--- src/rtl/access_code_sender_pkg.sv ---
// Shared types and constants for the access-code initiator and the turnstile side.
package access_if_pkg;

  localparam int CODE_W = 4;
  localparam logic [1:0] RESP_IDLE = 2'b00;

  typedef enum logic [2:0] {
    ENTRY,
    REQ,
    WAIT_RESP,
    GRANTED,
    LOCKOUT
  } sender_state_t;

  // Consecutive-denial counter never wraps past 15.
  function automatic logic [3:0] sat_inc4(input logic [3:0] value);
    return (value == 4'hF) ? value : value + 4'd1;
  endfunction

endpackage

--- src/rtl/access_code_sender_if.sv ---
// Request/response handshake between the access-code sender and the turnstile FSM.
interface access_code_sender_if;
  import access_if_pkg::*;

  logic              validate_code;
  logic [CODE_W-1:0] access_code;
  logic              door_open;
  logic [1:0]        resp_state;

  modport master (
    output validate_code,
    output access_code,
    input  door_open,
    input  resp_state
  );

  modport slave (
    input  validate_code,
    input  access_code,
    output door_open,
    output resp_state
  );

endinterface

--- src/rtl/access_code_sender_cycle_timer.sv ---
// Loadable up-counter that flags when it sits on its terminal value.
module cycle_timer #(
  parameter int TERMINAL = 3,
  parameter int WIDTH    = 2
) (
  input  logic clk,
  input  logic reset,
  input  logic load,
  input  logic enable,
  output logic done
);

  logic [WIDTH-1:0] count;

  // Load returns the count to zero; enable advances it by one.
  always_ff @(posedge clk) begin
    if (reset || load) begin
      count <= '0;
    end else if (enable) begin
      count <= count + 1'b1;
    end
  end

  assign done = (count == WIDTH'(TERMINAL));

endmodule

--- src/rtl/access_code_sender.sv ---
// Initiator side of the turnstile access-code interface: keypad digit capture,
// request strobe, grant/deny classification and lockout after repeated denials.
module access_code_sender
  import access_if_pkg::*;
#(
  parameter int RESP_TIMEOUT   = 4,
  parameter int MAX_FAILS      = 3,
  parameter int LOCKOUT_CYCLES = 32
) (
  input  logic              clk,
  input  logic              reset,
  input  logic              key_valid,
  input  logic [CODE_W-1:0] key_value,
  input  logic              key_enter,
  input  logic              key_clear,
  access_code_sender_if.master turnstile,
  output logic              busy,
  output logic              grant_pulse,
  output logic              deny_pulse,
  output logic              locked_out,
  output logic [3:0]        fail_count
);

  localparam int RESP_W = (RESP_TIMEOUT > 1) ? $clog2(RESP_TIMEOUT) : 1;
  localparam int LOCK_W = (LOCKOUT_CYCLES > 1) ? $clog2(LOCKOUT_CYCLES) : 1;

  sender_state_t     state;
  logic [CODE_W-1:0] code_reg;
  logic              has_digit;
  logic              validate_q;
  logic              resp_done;
  logic              lock_done;
  logic [3:0]        next_fails;

  assign next_fails = sat_inc4(fail_count);

  assign turnstile.validate_code = validate_q;
  assign turnstile.access_code   = code_reg;

  cycle_timer #(
    .TERMINAL (RESP_TIMEOUT - 1),
    .WIDTH    (RESP_W)
  ) u_resp_timer (
    .clk    (clk),
    .reset  (reset),
    .load   (state != WAIT_RESP),
    .enable (state == WAIT_RESP),
    .done   (resp_done)
  );

  cycle_timer #(
    .TERMINAL (LOCKOUT_CYCLES - 1),
    .WIDTH    (LOCK_W)
  ) u_lock_timer (
    .clk    (clk),
    .reset  (reset),
    .load   (state != LOCKOUT),
    .enable (state == LOCKOUT),
    .done   (lock_done)
  );

  // Main sequencer: every output is a register updated alongside the state.
  always_ff @(posedge clk) begin
    if (reset) begin
      state       <= ENTRY;
      code_reg    <= '0;
      has_digit   <= 1'b0;
      validate_q  <= 1'b0;
      busy        <= 1'b0;
      grant_pulse <= 1'b0;
      deny_pulse  <= 1'b0;
      locked_out  <= 1'b0;
      fail_count  <= 4'd0;
    end else begin
      grant_pulse <= 1'b0;
      deny_pulse  <= 1'b0;
      validate_q  <= 1'b0;
      unique case (state)
        ENTRY: begin
          if (key_clear) begin
            code_reg  <= '0;
            has_digit <= 1'b0;
          end else begin
            if (key_valid) begin
              code_reg  <= key_value;
              has_digit <= 1'b1;
            end
            if (key_enter && (has_digit || key_valid)) begin
              state <= REQ;
              busy  <= 1'b1;
            end
          end
        end
        REQ: begin
          if (validate_q) begin
            state <= WAIT_RESP;
          end else if (turnstile.resp_state == RESP_IDLE) begin
            validate_q <= 1'b1;
          end
        end
        WAIT_RESP: begin
          if (turnstile.door_open) begin
            state       <= GRANTED;
            grant_pulse <= 1'b1;
            fail_count  <= 4'd0;
          end else if (resp_done) begin
            deny_pulse <= 1'b1;
            fail_count <= next_fails;
            if (next_fails == 4'(MAX_FAILS)) begin
              state      <= LOCKOUT;
              locked_out <= 1'b1;
            end else begin
              state     <= ENTRY;
              busy      <= 1'b0;
              code_reg  <= '0;
              has_digit <= 1'b0;
            end
          end
        end
        GRANTED: begin
          if (!turnstile.door_open) begin
            state     <= ENTRY;
            busy      <= 1'b0;
            code_reg  <= '0;
            has_digit <= 1'b0;
          end
        end
        LOCKOUT: begin
          if (lock_done) begin
            state      <= ENTRY;
            busy       <= 1'b0;
            locked_out <= 1'b0;
            fail_count <= 4'd0;
            code_reg   <= '0;
            has_digit  <= 1'b0;
          end
        end
        default: begin
          state <= ENTRY;
          busy  <= 1'b0;
        end
      endcase
    end
  end

endmodule

--- src/flat_wrapper.sv ---
// flat-port wrapper written by rule: the top's interface ports become plain ports
module access_code_sender_flat import access_if_pkg::*;
#(
  parameter int RESP_TIMEOUT   = 4,
  parameter int MAX_FAILS      = 3,
  parameter int LOCKOUT_CYCLES = 32
)
  (clk, reset, key_valid, key_value, key_enter, key_clear, busy, grant_pulse, deny_pulse, locked_out, fail_count, turnstile_validate_code, turnstile_access_code, turnstile_door_open, turnstile_resp_state);
  access_code_sender_if turnstile_i ();
  input  logic clk;
  input  logic reset;
  input  logic key_valid;
  input  logic [CODE_W-1:0] key_value;
  input  logic key_enter;
  input  logic key_clear;
  output logic busy;
  output logic grant_pulse;
  output logic deny_pulse;
  output logic locked_out;
  output logic [3:0] fail_count;
  output wire logic [$bits(turnstile_i.validate_code)-1:0] turnstile_validate_code;
  output wire logic [$bits(turnstile_i.access_code)-1:0] turnstile_access_code;
  input wire logic [$bits(turnstile_i.door_open)-1:0] turnstile_door_open;
  input wire logic [$bits(turnstile_i.resp_state)-1:0] turnstile_resp_state;
  assign turnstile_validate_code = turnstile_i.validate_code;
  assign turnstile_access_code = turnstile_i.access_code;
  assign turnstile_i.door_open = turnstile_door_open;
  assign turnstile_i.resp_state = turnstile_resp_state;
  access_code_sender #(.RESP_TIMEOUT(RESP_TIMEOUT), .MAX_FAILS(MAX_FAILS), .LOCKOUT_CYCLES(LOCKOUT_CYCLES)) u_core (.clk(clk), .reset(reset), .key_valid(key_valid), .key_value(key_value), .key_enter(key_enter), .key_clear(key_clear), .turnstile(turnstile_i), .busy(busy), .grant_pulse(grant_pulse), .deny_pulse(deny_pulse), .locked_out(locked_out), .fail_count(fail_count));
endmodule
--- config.mk ---
export PLATFORM = sky130hd
export DESIGN_NAME = access_code_sender_flat
export DESIGN_NICKNAME = d
export VERILOG_FILES = /design/src/rtl/access_code_sender_pkg.sv /design/src/rtl/access_code_sender_if.sv /design/src/rtl/access_code_sender_cycle_timer.sv /design/src/rtl/access_code_sender.sv /design/src/flat_wrapper.sv
export SDC_FILE = /design/constraint.sdc
export NUM_CORES = 1
export LEC_CHECK = 0
export ABC_CLOCK_PERIOD_IN_PS = 1830
export BUFFER_PORTS_ARGS = -buffer_cell sky130_fd_sc_hd__buf_4
export CAP_MARGIN = 20
export CORE_UTILIZATION = 28
export CTS_CLUSTER_DIAMETER = 100
export DETAILED_ROUTE_END_ITERATION = 12
export PLACE_DENSITY = 0.44
export RECOVER_POWER = 50
export SETUP_SLACK_MARGIN = 0.15
export SYNTH_ARGS = -nofsm -noshare
export SYNTH_HDL_FRONTEND = slang
export SYNTH_SLANG_ARGS = --single-unit
--- constraint.sdc ---
create_clock -name clk -period 1.83 [get_ports clk]
set_input_delay 0.0915 -clock clk [delete_from_list [all_inputs] [get_ports clk]]
set_output_delay 0.0915 -clock clk [all_outputs]
set_load 0.1 [all_outputs]
* Word-level counts from Yosys, hierarchy flattened *
Index checks and enable logic that the tools add are counted.

word-level totals
  register bits = 24
  input bits = 12
  output and inout bits = 13
  word-level logic and storage cells = 92

operators by class
  $add $sub $neg = 3
  eq/ne operators = 21
  mux-type cells = 39
  bitwise operators = 2
  reductions and logical operators = 16

operators by type and width
  kind                                                              count
  4-bit 2-to-1 mux                                                  10
  3-bit 2-to-1 mux                                                  8
  4-bit case mux with 4 select lines                                1
  1-bit 2-to-1 mux                                                  15
  3-bit case mux with 5 select lines                                1
  2-bit by 1-bit != test with 1-bit output (second input constant)  5
  2-bit != test (second input constant)                             4
  4-bit case mux with 2 select lines                                1
  8-bit AND reduction                                               1
  7-bit AND reduction                                               1
  3-bit by 2-bit == test with 1-bit output (second input constant)  2
  3-bit by 2-bit != test with 1-bit output (second input constant)  2
  3-bit != test (second input constant)                             2
  6-bit AND reduction                                               1
  3-bit OR reduction                                                2
  5-bit by 1-bit adder with 5-bit output (second input constant)    1
  5-bit == test (second input constant)                             1
  1-bit case mux with 5 select lines                                1
  5-bit AND reduction                                               1
  4-bit by 1-bit adder with 4-bit output (second input constant)    1
  4-bit by 2-bit == test with 1-bit output (second input constant)  1
  4-bit == test (second input constant)                             1
  1-bit case mux with 4 select lines                                1
  4-bit nonzero test                                                1
  13 further kinds                                                  16

* Logic depth before layout (Yosys ltp) *
Gate-level depths: netlist (run 1).

  word-level depth = 7
  depth in mapped cells = 7
  depth with buffers taken out = 7

* Hierarchy *
From an unflattened synthesis (run 1), not the netlist that was laid out.

second synthesis, totals
  cell total of the unflattened synthesis = 129
  area total of the unflattened synthesis = 1214.9 um^2

by module, submodules not included
  module                              instances  cells an instance  area an instance (um^2)  sequential area each (um^2)
  access_code_sender                  1          99                 863.3                    340.3
  cycle_timer at u_core.u_lock_timer  1          23                 260.2                    100.1
  cycle_timer at u_core.u_resp_timer  1          7                  91.3                     40.0

* Least setup slack after synthesis (run 1) *
No wires, ideal clock.

  path type = register -> register
  start point = register u_core.fail_count[0]
  end point = register u_core.code_reg[0] (netlist: u_core.turnstile.access_code[0])
  data arrival time = 2.396 ns
  slack = -0.629 ns
  cell stages (with the launch flop) = 6
  buffers on the path = 0
  cells stage by stage = dfxtp_1 ha_1 or3b_4 or4_4 a31oi_4 a22o_1

between the ends
  word-level cells in the longest chain between the ends = 5
  elaborated cells between the ends (all ways) = 6
  those cells by class = add/sub: 1; eq/ne: 3; mux: 1; reduce/logical: 1

RTL lines
  element                                                                  RTL line                      text
  from (decl)                                                              access_code_sender.sv:21      output logic [3:0] fail_count
  from (signal assigned)                                                   access_code_sender.sv:108     fail_count <= next_fails;
  4-bit by 1-bit adder with 4-bit output or 4-bit == test (tied branches)  access_code_sender_pkg.sv:17  return (value == 4'hF) ? value : value + 4'd1;
  4-bit 2-to-1 mux *                                                       access_code_sender_pkg.sv:17
  4-bit by 2-bit == test with 1-bit output *                               access_code_sender.sv:109     if (next_fails == 4'(MAX_FAILS)) begin
  2-bit != test (no line) *                                                -
  7-bit AND reduction (no line) *                                          -
  to (signal assigned)                                                     access_code_sender.sv:85      code_reg <= key_value;
  to (decl)                                                                access_code_sender.sv:28      logic [CODE_W-1:0] code_reg;

Every way passes the cells marked *; elsewhere a longest branch is shown, timed or not.
A chain may end at the register's enable or synchronous reset.

* Final worst setup path (run 1) *
  start point = register u_core.fail_count[1]
  end point = register u_core.code_reg[1] (netlist: u_core.turnstile.access_code[1])

The elaborated chain is that of the path after synthesis.

==> results.py, run 1 <==
metrics = {
    "run_status": {
        "status": "finished with violations",
        "violations": "setup timing",
    },
    "setup_path": {
        "crit_chain": "ha_4 -> or3b_4 -> or4_4 -> a31oi_4 -> a22o_1",
        "r2r_setup_slack_ns": -0.03,
        "r2r-start": "u_core.fail_count[1]",
        "crit_slowest_cell": "or4_4",
        "path_max_fanout": 5,
        "critPathRequiredTime_ns": 2.05,
        "crit_type": "reg -> reg",
        "ff2ff_path_depth": 5,
        "cp-start-kind": "flop",
        "cp-end-kind": "flop",
        "rr_endpoint": "u_core.turnstile.access_code[1]",
        "arrival_ns": 2.08,
        "critPathMaxStageDelay_ns": 0.45,
    },
    "floorplanning": {
        "rows": 23,
        "initial_utilization_pct": 29.3,
        "core_um2": 4030,
        "io_pins": 25,
        "die_w_um": 66.9,
        "die_y_um": 66.9,
        "die-area_um2": 4480,
    },
    "power_and_ir_drop": {
        "seq_power_share_pct": 35.0,
        "power_w": 0.00191,
        "power_switching_share_pct": 39.7,
        "power_switching_w": 0.000756,
        "leakage_nw": 0.684,
        "max-vdd-ir-drop_mv": 0.402,
        "pwr-share-comb_pct": 43.2,
        "p_int_w": 0.00115,
        "p_per_area_nw_per_um2": 1130,
        "clockPowerShare_pct": 21.8,
    },
    "clock_tree": {
        "clk_latency_ns": 0.27,
        "clkTransAtPathRegs_ns": 0.09,
        "h-tree-depth": 1,
        "cts_sinks": 24,
        "cts_buffers": 3,
        "clk_path_buf_depth": 2,
        "cts_tree": "built",
        "cts_root_buffer": "clkbuf_8",
    },
    "timing": {
        "setup_viol": 4,
        "finalClockSkew_ns": 0.00351,
        "max_freq_ghz": 0.538,
        "drv_slew": 0,
        "tightest_slew_ns": 0.540,
        "grt_setup_unrepaired": "yes",
        "finalHoldViolCount": 0,
        "slew_headroom_pct": 64.1,
        "finalCritPeriodShare_pct": 102,
        "tns_ns": -0.0881,
        "finalCriticalPeriod_ns": 1.86,
        "finalWorstSetupSlack_ns": -0.0291,
    },
    "logic_synthesis": {
        "synth_area_um2": 1180,
        "synth_top_flop_cell": "dfxtp_1",
        "synthDistinctLibCells": 49,
        "syn_area_per_cell_um2": 9.22,
        "ys_ff_latch": 24,
        "synth_nets": 144,
        "yosys_warnings": 0,
        "synth_edf_count": 0,
        "netlist_instances": 128,
        "synth_seq_area_share_pct": 40.7,
        "synthArstFlopShare_pct": 0,
    },
    "global_route": {
        "grtUsageTotal_pct": 13.6,
        "grt_max_degree": 15,
        "overflow": 0,
        "antenna_found_initial": 0,
        "grt_pass1_wl_mm": 4.57,
        "first_global_vias": 1011,
    },
    "placement": {
        "pre_cts_ws_ns": -0.0179,
        "place_hpwl_mm": 2.13,
        "port_buffers": 24,
        "placed_cells": 209,
        "globalplace.congestion": 0.752,
    },
    "drt": {
        "drt.antenna.violating_nets": 0,
        "first_pass_iters": 4,
        "num_vias": 1106,
        "wl_mm": 2.89,
        "vias_per_cell": 5.14,
        "initialDrtViolationCount": 45,
        "drcViolationCount": 0,
        "wl_per_cell_um": 13.4,
    },
    "layout": {
        "fillerInstances": 418,
        "seq_area_um2": 497,
        "nets": 182,
        "antenna_cells": 0,
        "area_delta_synth_final_pct": 43.3,
        "layout-drive-gt1-share_pct": 41.8,
        "most-common-layout-cells": "buf_4 (24), dfxtp_1 (17), clkbuf_2 (13)",
        "multi_input_area_um2": 763,
        "layout.cells.non_filler": 215,
        "layout_commonest_cell": "buf_4",
    },
    "min_path": {
        "hold_class": "in -> reg",
        "min_path_cells": 2,
        "hp-start": "key_value[3]",
        "whs_endpoint": "u_core.turnstile.access_code[3]",
    },
    "run": {
        "cap_violations": 0,
    },
}
## power groups by stage
stage          registers, W  logic, W  clock network [W]
2_1_floorplan      0.000802  0.000373                  0
3_3_place_gp       0.000675  0.000773                  0
3_5_place_dp       0.000673  0.000771                  0
4_1_cts            0.000665  0.000776           0.000436
5_1_grt            0.000678  0.000882           0.000456
6_report           0.000668  0.000823           0.000416
## timing repair
action / 4_1_cts / 5_1_grt
resized for setup: 3 / 15
setup endpoints to repair: 11 / 12
hold buffers: 0 / 0
hold endpoints to repair: 0 / 0
buffers inserted: 1 / 1
pin swaps: 5 / 4
## cell families (layout without fill, tap and decap cells)
group                      after synthesis  in the layout  synth area share, %
AOI/OAI and AO/OA                       33             33                 20.9
buffers and inverters                   13             50                 4.56
xor gates and xnor gates                 3              3                 2.23
adders and majority gates                4              4                 4.24
and+or+nand+nor                         50             50                 26.4
DFF                                     24             24                 40.7
muxes                                    1              1                0.954
## cell usage after synthesis, types with 2 or more instances
| cell type | instances | area [µm²] |
|---|---|---|
| or4_1 | 2 | 15.0 |
| nor3_1 | 3 | 15.0 |
| xor2_1 | 2 | 17.5 |
| a31oi_1 | 2 | 12.5 |
| dfxtp_1 | 24 | 480 |
| o31ai_1 | 3 | 22.5 |
| nand2_1 | 3 | 11.3 |
| buf_2 | 3 | 15.0 |
| nand3_1 | 3 | 15.0 |
| clkbuf_1 | 2 | 7.51 |
| and3_1 | 4 | 25.0 |
| nor4_1 | 4 | 25.0 |
| nor2b_1 | 3 | 18.8 |
| nor2_1 | 12 | 45.0 |
| a22o_1 | 4 | 35.0 |
| ha_1 | 4 | 50.1 |
| nand2b_1 | 3 | 18.8 |
| inv_1 | 6 | 22.5 |
| nor3b_1 | 3 | 22.5 |
| a21oi_1 | 8 | 40.0 |
| o21bai_1 | 2 | 15.0 |
## flip-flops by register name, indices dropped and copies added, names as in the netlist
| signal | count |
|---|---|
| u_core.turnstile.validate_code | 1 |
| u_core.u_lock_timer.count | 5 |
| u_core.busy | 1 |
| u_core.grant_pulse | 1 |
| u_core.locked_out | 1 |
| u_core.deny_pulse | 1 |
| u_core.turnstile.access_code | 4 |
| u_core.state | 3 |
| u_core.has_digit | 1 |
| u_core.u_resp_timer.count | 2 |
| u_core.fail_count | 4 |
## critical path: cells and delay by family (launching register included)
family	cells	cell delay (ns)
simple gates	2	0.82
fa+ha+maj	1	0.26
compound gates	2	0.37
flops	1	0.36
## layout make-up
type / count / area share (%)
multi-input combinational: 91 / 45.2
tap: 50 / 3.70
timing repair buffer: 40 / 16.5
clock buffer: 4 / 3.92
inverter: 6 / 1.33
sequential: 24 / 29.4
## metal layers
metal  track usage [%]  part of all wire [%]  vias up
met5                 0                     0        -
met4              5.59                  0.66        0
met3              2.74                   4.6        2
met2              22.3                    49       22
met1              17.1                    46      531
li1                  -                     -      551
## how the worst max path moves through the flow
stage	startpoint	endpoint	slack, ns	depth (start not counted)
final	u_core.fail_count[1]	u_core.turnstile.access_code[1]	-0.03	5
after detailed placement	u_core.fail_count[1]	u_core.turnstile.access_code[2]	-0.02	5
after global routing	u_core.fail_count[1]	u_core.turnstile.access_code[1]	-0.08	5
after global placement	u_core.fail_count[1]	u_core.turnstile.access_code[1]	0.0006	5
after floorplan	u_core.fail_count[0]	u_core.turnstile.access_code[0]	-0.11	5
after CTS	u_core.fail_count[1]	u_core.turnstile.access_code[2]	-0.03	5
## metrics by stage
step                cell area (µm²)  hold WS [ns]  utilization [%]
floorplan                      1230         0.217                -
global placement               1550         0.304             38.5
detailed placement             1550         0.307             38.5
CTS                            1640        0.0194             40.6
global route                   1690        0.0233             42.0
finish                         1690        0.0254             42.0
Note: power is estimated with default switching activity, not from simulation.
==> run 2, diff against run 1 <==
--- a/config.mk
+++ b/config.mk
@@ -5,6 +5,7 @@
 export SDC_FILE = /design/constraint.sdc
 export NUM_CORES = 1
 export LEC_CHECK = 0
+export ABC_AREA = 1
 export ABC_CLOCK_PERIOD_IN_PS = 1830
 export BUFFER_PORTS_ARGS = -buffer_cell sky130_fd_sc_hd__buf_4
 export CAP_MARGIN = 20
@@ -14,6 +15,7 @@
 export PLACE_DENSITY = 0.44
 export RECOVER_POWER = 50
 export SETUP_SLACK_MARGIN = 0.15
+export SLEW_MARGIN = 20
 export SYNTH_ARGS = -nofsm -noshare
 export SYNTH_HDL_FRONTEND = slang
 export SYNTH_SLANG_ARGS = --single-unit
==> run 2 against run 1 <==
  * The flow now finishes without violations
  * Non-clock buffer count shrank 11
  * Utilization decreased by 3.0 points
  * Synthesized cell count increased by 45%
  * Largest power group unchanged
==> results.py, run 2 <==
metrics = {
    "logic_synthesis": {
        "synthTopCellsByArea": "dfxtp_1 (36%), nand2_1 (12%), nor2_1 (7.4%)",
        "ys_ff_latch": 24,
        "synth_area_um2": 1330,
        "synthDistinctLibCells": 25,
        "netlist.area_leader.share_pct": 36.3,
        "synth_area_leader_cell": "dfxtp_1",
        "netlist_instances": 185,
        "synth_edf_count": 0,
        "yosys-top-cells-count": "nand2_1 (43), nor2_1 (26), dfxtp_1 (24)",
        "synthArstFlopShare_pct": 0,
        "yosys_warnings": 0,
        "synth_seq_area_share_pct": 36.3,
        "syn_area_per_cell_um2": 7.16,
        "synth_top_flop_cell": "dfxtp_1",
        "yosysMostFrequentCell": "nand2_1",
        "synth_nets": 201,
    },
    "run": {
        "cap_violations": 0,
    },
    "layout": {
        "most-common-layout-cells": "nand2_1 (38), nor2_1 (25), inv_1 (21)",
        "layout_commonest_cell": "nand2_1",
        "area_delta_synth_final_pct": 30.5,
        "antenna_cells": 0,
        "fillerInstances": 493,
        "largest_reg_flops": 5,
        "final_area_um2": 1730,
        "regMostFlops": "u_core.u_lock_timer.count",
        "layout-drive-gt1-share_pct": 35.5,
        "nets": 234,
    },
    "global_route": {
        "grt_max_degree": 15,
        "overflow": 0,
        "grt_pass1_wl_mm": 5.08,
        "antenna_found_initial": 0,
        "grtUsageTotal_pct": 12.4,
        "first_global_vias": 1164,
    },
    "clock_tree": {
        "clk_latency_ns": 0.27,
        "cts_sinks": 24,
        "h-tree-depth": 1,
        "cts_tree": "built",
        "clk_path_buf_depth": 2,
        "clkTransAtPathRegs_ns": 0.09,
        "cts_buffers": 3,
        "cts_root_buffer": "clkbuf_8",
    },
    "placement": {
        "place_hpwl_mm": 2.29,
        "dpl_cell_area_um2": 1590,
        "port_buffers": 24,
        "globalplace.congestion": 0.761,
    },
    "setup_path": {
        "cp_common_cell": "nand2_4",
        "startpoint": "u_core.state[0]",
        "rr_endpoint": "u_core.turnstile.access_code[3]",
        "critPathRequiredTime_ns": 2.00,
        "r2r_setup_slack_ns": 0.24,
        "arrival_ns": 1.75,
        "crit_chain": "inv_1 -> nand3_1 -> inv_4 -> nand2_8 -> nand2_4 -> nor2_4 -> nand2_4 -> nand2_2 -> a21oi_1",
        "cp-end-kind": "flop",
        "path_max_fanout": 8,
        "cp_num_buf_inv": 2,
        "critPathMaxStageDelay_ns": 0.53,
        "r2r-start": "u_core.state[0]",
        "critPathTopFamily": "simple AND/OR/NAND/NOR gates",
        "cp-start-kind": "flop",
        "ff2ff_path_depth": 9,
        "crit_type": "reg -> reg",
        "crit_slowest_cell": "dfxtp_1",
    },
    "drt": {
        "wl_per_cell_um": 11.2,
        "vias_per_cell": 4.55,
        "drcViolationCount": 0,
        "drt.antenna.violating_nets": 0,
        "initialDrtViolationCount": 44,
        "first_pass_iters": 6,
        "wl_mm": 3.00,
        "num_vias": 1224,
    },
    "run_status": {
        "status": "finished, final reports clean",
    },
    "floorplanning": {
        "die_w_um": 70.8,
        "rows": 24,
        "core_um2": 4440,
        "io_pins": 25,
        "die-area_um2": 5010,
        "initial_utilization_pct": 29.8,
        "die_y_um": 70.8,
    },
    "power_and_ir_drop": {
        "max-vdd-ir-drop_mv": 0.535,
        "leakage_nw": 0.762,
        "p_per_area_nw_per_um2": 1580,
    },
    "timing": {
        "finalClockSkew_ns": 0.00253,
        "finalHoldViolCount": 0,
        "tightest_slew_ns": 0.554,
        "finalCriticalPeriod_ns": 1.59,
        "setup_viol": 0,
        "max_freq_ghz": 0.630,
        "tns_ns": 0,
        "grt_setup_unrepaired": "no",
        "finalCritPeriodShare_pct": 86.7,
        "slew_headroom_pct": 63.2,
        "drv_slew": 0,
    },
    "min_path": {
        "hp-start": "turnstile_door_open",
        "whs_endpoint": "u_core.deny_pulse",
        "hold_class": "in -> reg",
        "min_path_cells": 2,
    },
}
## run 2: repair_timing
action	4_1_cts	5_1_grt
endpoints found under the setup margin	0	14
hold endpoints to repair	1	0
gates resized for setup	0	20
hold buffers	2	0
setup buffers	0	3
## run 2: power breakdown
group / internal, W / switching (W)
Clock: 0.000238 / 0.000183
Sequential: 0.000641 / 0.000119
Combinational: 0.000408 / 0.00114
Total: 0.00129 / 0.00145
## run 2: per-layer routing
layer / vias up / GRT usage [%] / share of wire (%)
met1: 552 / 16.0 / 48
li1: 656 / - / -
met4: 0 / 2.00 / 0.60
met3: 2 / 3.56 / 2.9
met5: - / 0 / 0
met2: 14 / 21.0 / 48
## run 2: worst max-delay path by stage
stage,end,depth (start not counted)
after floorplan,u_core.turnstile.access_code[0],8
after global placement,u_core.state[1],10
after detailed placement,u_core.turnstile.access_code[0],11
after CTS,u_core.turnstile.access_code[0],11
after global routing,u_core.turnstile.access_code[3],9
final,u_core.turnstile.access_code[3],9
## run 2: per-stage QoR
| step | instances | hold slack (ns) | power, W | utilization, % | setup WS [ns] |
|---|---|---|---|---|---|
| floorplan | 185 | 0.168 | 0.00202 | - | 0.158 |
| global placement | 260 | 0.259 | 0.00230 | 35.8 | 0.255 |
| detailed placement | 260 | 0.261 | 0.00231 | 35.8 | 0.238 |
| CTS | 266 | 0.0464 | 0.00274 | 37.7 | 0.214 |
| global route | 269 | 0.0500 | 0.00293 | 38.9 | 0.123 |
| finish | 269 | 0.0554 | 0.00273 | 38.9 | 0.243 |
## run 2: logic make-up (layout without fill, tap and decap cells)
logic type                 count (synthesis)  in the layout  share of synthesized area, %
and+or+nand+nor                          111            111                          43.9
buffers and inverters                     27             59                          7.84
DFF                                       24             24                          36.3
AOI/OAI and AO/OA                         19             19                          8.22
adders and majority gates                  4              4                          3.78
## run 2: area by class of cell
type / instances / area (µm²) / area share (%)
Multi-Input combinational cell: 134 / 810 / 46.8
Tap cell: 52 / 65.1 / 3.76
Sequential cell: 24 / 495 / 28.7
Clock buffer: 4 / 66.3 / 3.84
Inverter: 26 / 103 / 5.93
Timing Repair Buffer: 29 / 190 / 11.0
## run 2: worst reg2reg max path: stages, from the launching register on
cell and delay [ns]:
dfxtp_1 0.53, inv_1 0.12, nand3_1 0.17, inv_4 0.09, nand2_8 0.10, nand2_4 0.05
nor2_4 0.20, nand2_4 0.11, nand2_2 0.07, a21oi_1 0.06
